**src/rtl/conv_pool_chan_seq.sv**
```systemverilog
// Multi-channel KxK convolution over an IMGxIMG tile, one output position per cycle,
// accumulated across NUM_CH channel beats, with optional ReLU and 2x2 max-pool.
module conv_pool_chan_seq #(
    parameter int IMG_DIM = 4,
    parameter int K_DIM   = 3,
    parameter int NUM_CH  = 1,
    parameter int ACC_W   = 24,
    parameter int POOL_EN = 0,
    localparam int OUT_DIM = IMG_DIM - K_DIM + 1,
    localparam int PO      = (POOL_EN != 0) ? OUT_DIM / 2 : OUT_DIM
) (
    input  logic                         clk,
    input  logic                         rst,
    input  logic                         in_valid,
    output logic                         in_ready,
    input  logic [IMG_DIM*IMG_DIM*8-1:0] image,
    input  logic [K_DIM*K_DIM*8-1:0]     kernel,
    input  logic                         relu_en,
    output logic                         out_valid,
    input  logic                         out_ready,
    output logic [PO*PO*ACC_W-1:0]       out_data
);
    localparam int NPOS  = OUT_DIM * OUT_DIM;
    localparam int POS_W = (NPOS > 1) ? $clog2(NPOS) : 1;
    localparam int CH_W  = (NUM_CH > 1) ? $clog2(NUM_CH) : 1;

    if (OUT_DIM < 1) begin : g_bad_dim
        $error("conv_pool_chan_seq: K_DIM must not exceed IMG_DIM");
    end
    if (POOL_EN != 0 && (OUT_DIM % 2) != 0) begin : g_bad_pool
        $error("conv_pool_chan_seq: 2x2 pooling needs an even OUT_DIM");
    end
    if (NUM_CH < 1) begin : g_bad_ch
        $error("conv_pool_chan_seq: NUM_CH must be at least 1");
    end

    typedef enum logic [1:0] {IDLE, CONV, OUT} state_t;

    state_t                      state;
    logic [POS_W-1:0]            pos;
    logic [CH_W-1:0]             ch_cnt;
    logic                        relu_q;
    logic [IMG_DIM*IMG_DIM*8-1:0] img_p0;
    logic [K_DIM*K_DIM*8-1:0]     ker_p0;
    logic signed [ACC_W-1:0]     acc [NPOS];
    logic signed [ACC_W-1:0]     dot_p0;

    // Unsigned pixel (zero-extended to 9b) times signed weight; fits exactly in 17b.
    function automatic logic signed [16:0] mul_px(input logic [7:0] px, input logic [7:0] w);
        logic signed [16:0] a, b;
        a = 17'($signed({1'b0, px}));
        b = 17'($signed(w));
        return a * b;
    endfunction

    function automatic logic signed [ACC_W-1:0] widen(input logic signed [16:0] p);
        return ACC_W'(p);
    endfunction

    function automatic logic signed [ACC_W-1:0] relu(input logic signed [ACC_W-1:0] x,
                                                     input logic en);
        return (en && x < 0) ? '0 : x;
    endfunction

    function automatic logic signed [ACC_W-1:0] smax(input logic signed [ACC_W-1:0] a,
                                                     input logic signed [ACC_W-1:0] b);
        return (a > b) ? a : b;
    endfunction

    assign in_ready = rst && (state == IDLE);

    // Stage p0: dot product of the latched tile window at the current position
    always_comb begin
        int pr, pc;
        pr     = int'(pos) / OUT_DIM;
        pc     = int'(pos) % OUT_DIM;
        dot_p0 = '0;
        for (int i = 0; i < K_DIM; i++) begin
            for (int j = 0; j < K_DIM; j++) begin
                dot_p0 = dot_p0 + widen(mul_px(img_p0[((pr + i) * IMG_DIM + pc + j) * 8 +: 8],
                                               ker_p0[(i * K_DIM + j) * 8 +: 8]));
            end
        end
    end

    always_ff @(posedge clk) begin
        if (!rst) begin
            state     <= IDLE;
            pos       <= '0;
            ch_cnt    <= '0;
            relu_q    <= 1'b0;
            out_valid <= 1'b0;
            for (int p = 0; p < NPOS; p++) acc[p] <= '0;
        end else begin
            case (state)
                IDLE: begin
                    if (in_valid) begin
                        img_p0 <= image;
                        ker_p0 <= kernel;
                        pos    <= '0;
                        if (ch_cnt == '0) relu_q <= relu_en;
                        state  <= CONV;
                    end
                end
                CONV: begin
                    // First channel of a frame overwrites instead of accumulating
                    acc[pos] <= ((ch_cnt == '0) ? {ACC_W{1'b0}} : acc[pos]) + dot_p0;
                    if (pos == POS_W'(NPOS - 1)) begin
                        pos <= '0;
                        if (ch_cnt == CH_W'(NUM_CH - 1)) begin
                            out_valid <= 1'b1;
                            state     <= OUT;
                        end else begin
                            ch_cnt <= ch_cnt + 1'b1;
                            state  <= IDLE;
                        end
                    end else begin
                        pos <= pos + 1'b1;
                    end
                end
                OUT: begin
                    if (out_ready) begin
                        out_valid <= 1'b0;
                        ch_cnt    <= '0;
                        state     <= IDLE;
                    end
                end
                default: state <= IDLE;
            endcase
        end
    end

    if (POOL_EN != 0) begin : g_pool
        always_comb begin
            logic signed [ACC_W-1:0] m;
            int b;
            out_data = '0;
            for (int r = 0; r < PO; r++) begin
                for (int c = 0; c < PO; c++) begin
                    b = 2 * r * OUT_DIM + 2 * c;
                    m = smax(smax(relu(acc[b], relu_q), relu(acc[b + 1], relu_q)),
                             smax(relu(acc[b + OUT_DIM], relu_q), relu(acc[b + OUT_DIM + 1], relu_q)));
                    out_data[(r * PO + c) * ACC_W +: ACC_W] = m;
                end
            end
        end
    end else begin : g_raw
        always_comb begin
            out_data = '0;
            for (int p = 0; p < NPOS; p++) begin
                out_data[p * ACC_W +: ACC_W] = relu(acc[p], relu_q);
            end
        end
    end
endmodule

```
**config.mk**
```make
export PLATFORM = sky130hd
export DESIGN_NAME = conv_pool_chan_seq
export DESIGN_NICKNAME = d
export VERILOG_FILES = /design/src/rtl/conv_pool_chan_seq.sv
export SDC_FILE = /design/constraint.sdc
export NUM_CORES = 2
export LEC_CHECK = 0
export CORE_ASPECT_RATIO = 0.9
export CORE_UTILIZATION = 25
export CTS_BUF_LIST = sky130_fd_sc_hd__clkbuf_8
export CTS_CLUSTER_DIAMETER = 200
export DETAILED_ROUTE_END_ITERATION = 10
export PLACE_DENSITY_LB_ADDON = 0.25
export SYNTH_ARGS = -nofsm -noshare
export SYNTH_HDL_FRONTEND = slang
export SYNTH_SLANG_ARGS = --single-unit
```
**constraint.sdc**
```tcl
create_clock -name clk -period 12.2 [get_ports clk]
set_input_delay 3.05 -clock clk [delete_from_list [all_inputs] [get_ports clk]]
set_output_delay 3.05 -clock clk [all_outputs]
set_load 0.01 [all_outputs]
```
==> flow_summary.ini <==
[sta]
maxSlewHeadroom = 0.254
setup_viol = 0
fmax_ghz = 0.0983
fin_crit_ns = 10.18
final-max-slew-violation-count = 0
hold_violations = 0
fin_worst_skew_ns = 0.0466
fin_tns_setup_ns = 0
rsz0062_at_grt = false
fin_crit_sh = 0.834
worst_pin_slew_ns = 1.11

[critical_path]
worst_path_most_repeated_cell = fa_1
max_stage_delay_ns = 0.89
cp.arrival_ns = 10.61
critPathBufInv = 7
path_class = reg2reg
path_max_fanout = 32
critPathSlowestCell = o21ai_0
endpoint_kind = flop
start_kind = flop
required_ns = 12.63
cp_top_family = adder cells

[flow_run]
drv_cap = 0

[logic_synthesis]
synth_edf_count = 296
netlist_area_um2 = 34100
syn-num-nets = 4072
netlist_top_cells_area = fa_1 34%, edfxtp_1 26%, ha_1 11%
synth_top_area_cell = fa_1
synth_top_area_share = 0.339
ys_warn_count = 0
syn_inst = 2984
synth.distinct_cells = 55
ys_seq_area_frac = 0.264
synth_ff_type = edfxtp_1
ys_seq_elements = 302
syn_avg_cell_area_um2 = 11.4
async_reset_ff_frac = 0

[clocking]
cts_resized = 0
cts_setup_buffers = 0
clock-sinks = 302
path_clk_slew_ns = 0.06
postCtsHoldBufs = 0
cts_tree = built
insertion_delay_ns = 0.72
numCtsBuffers = 57
cts-htree-levels = 2
cts_root_buf = clkbuf_8
clockBufferDepth = 3

[global_routing]
grt_pass1_wl_mm = 162
antenna_found_initial = 7
grt_usage = 0.163
grt_overflow = 0
grt_pass1_vias = 23581
grt_max_degree = 148

[die]
die_y_um = 352
start_util = 0.252
die_width_um = 391
die_area_um2 = 138000
ios = 303
rows = 128
core-area_um2 = 135000

[outcome]
outcome = complete, no violations

[drt]
final_antenna_net_count = 0
drt-initial-drc-count = 1435
vias_per_cell = 4.20
num_vias = 21754
drc = 0
drtPass1Iterations = 7
routed_wl_mm = 112
wl_per_cell_um = 21.6

[placement]
dp_hpwl_mm = 95.4
portBuffers = 302
finalWeightedCongestion = 0.885

[final_layout]
area_growth_pct = 18.5
nets = 4405
layout-drive-gt1-share = 0.0515

[worst_hold_path]
hp-class = reg2reg
==> cell type report <==
class	count	area [um^2]
Antenna cell	3	7.51
Clock buffer	57	785
Clock inverter	45	270
Fill cell	13977	94900
Inverter	741	2780
Multi-Input combinational cell	1900	22200
Sequential cell	302	9020
Tap cell	1820	2280
Timing Repair Buffer	315	3150
==> worst paths after layout <==
kind / start / to / slack [ns] / cells after the start
max: pos[1] / acc[2][12] / 2.02 / 26
min: state[1] / state[0] / 0.55 / 1
max reg2reg: pos[1] / acc[2][12] / 2.02 / 26
min reg2reg: state[1] / state[0] / 0.55 / 1
==> synth_stat cells, drive strengths merged (3+ instances only) <==
cell	count
inv	736
fa	577
and2	444
ha	306
edfxtp	296
nand2	202
nor2	133
mux4	72
and3	21
clkbuf	21
buf	20
a21oi	17
nor2b	17
o21ai	13
nand3	11
nand2b	9
xor2	8
xnor2	7
a211o	6
dfxtp	6
clkinv	5
or2	5
a21o	4
nand4	4
or3	4
a211oi	3
nor3	3
o211ai	3
o21a	3
==> placed cells by master, fill, tap and decap left out, types with 3 or more instances in the layout <==
cell,netlist,layout
inv_1,736,754
fa_1,577,577
and2_1,443,443
ha_1,306,306
clkdlybuf4s50_1,0,302
edfxtp_1,296,296
nand2_1,202,202
nor2_1,133,133
mux4_2,72,72
clkbuf_8,0,57
and3_1,20,19
clkinv_1,5,17
nor2b_1,17,17
a21oi_1,17,17
o21ai_0,13,13
nand3_1,11,11
buf_4,0,11
nand2b_1,9,9
xor2_1,8,8
clkinv_2,0,8
xnor2_1,7,7
a211o_1,6,6
or2_2,5,5
nand4_1,4,4
or3_1,4,4
dfxtp_1,6,4
diode_2,0,3
o21a_1,3,3
a21o_1,3,3
o211ai_1,3,3
nor3_1,3,3
==> stage by stage <==
stage | area, um^2 | std cells | hold WS [ns] | util | setup slack [ns]
finish | 40400 | 5183 | 0.552 | 0.299 | 2.02
global route | 40400 | 5181 | 0.578 | 0.299 | 1.44
CTS | 40400 | 5180 | 0.548 | 0.299 | 1.74
detailed placement | 39400 | 5078 | 0.540 | 0.291 | 1.73
global placement | 39400 | 5078 | 0.534 | 0.291 | 1.82
floorplan | 34100 | 2984 | 0.488 | - | 3.16
==> flip-flops by register name (all words and copies together) (netlist names) <==
name,flops
state,2
ker_p0,72
img_p0,128
out_valid,1
acc,96
pos,2
relu_q,1
==> logic make-up after synthesis <==
logic type	share of synthesized area
adder cells (fa/ha/maj)	0.451
AND/OR/NAND/NOR	0.132
buffers and inverters	0.0866
flip-flops	0.264
multiplexers	0.0481
AO/OA/AOI/OAI	0.0145
XOR/XNOR	0.00385
==> per-layer routing <==
metal / global-route usage / share of wire
met1: 0.228 / 0.46
met2: 0.261 / 0.47
met3: 0.0255 / 0.051
met4: 0.0398 / 0.023
met5: 0 / 0.00028
Power is left out: the tool's default activity adds up to more than one toggle a clock period on the data nets, which glitch-free logic cannot reach.
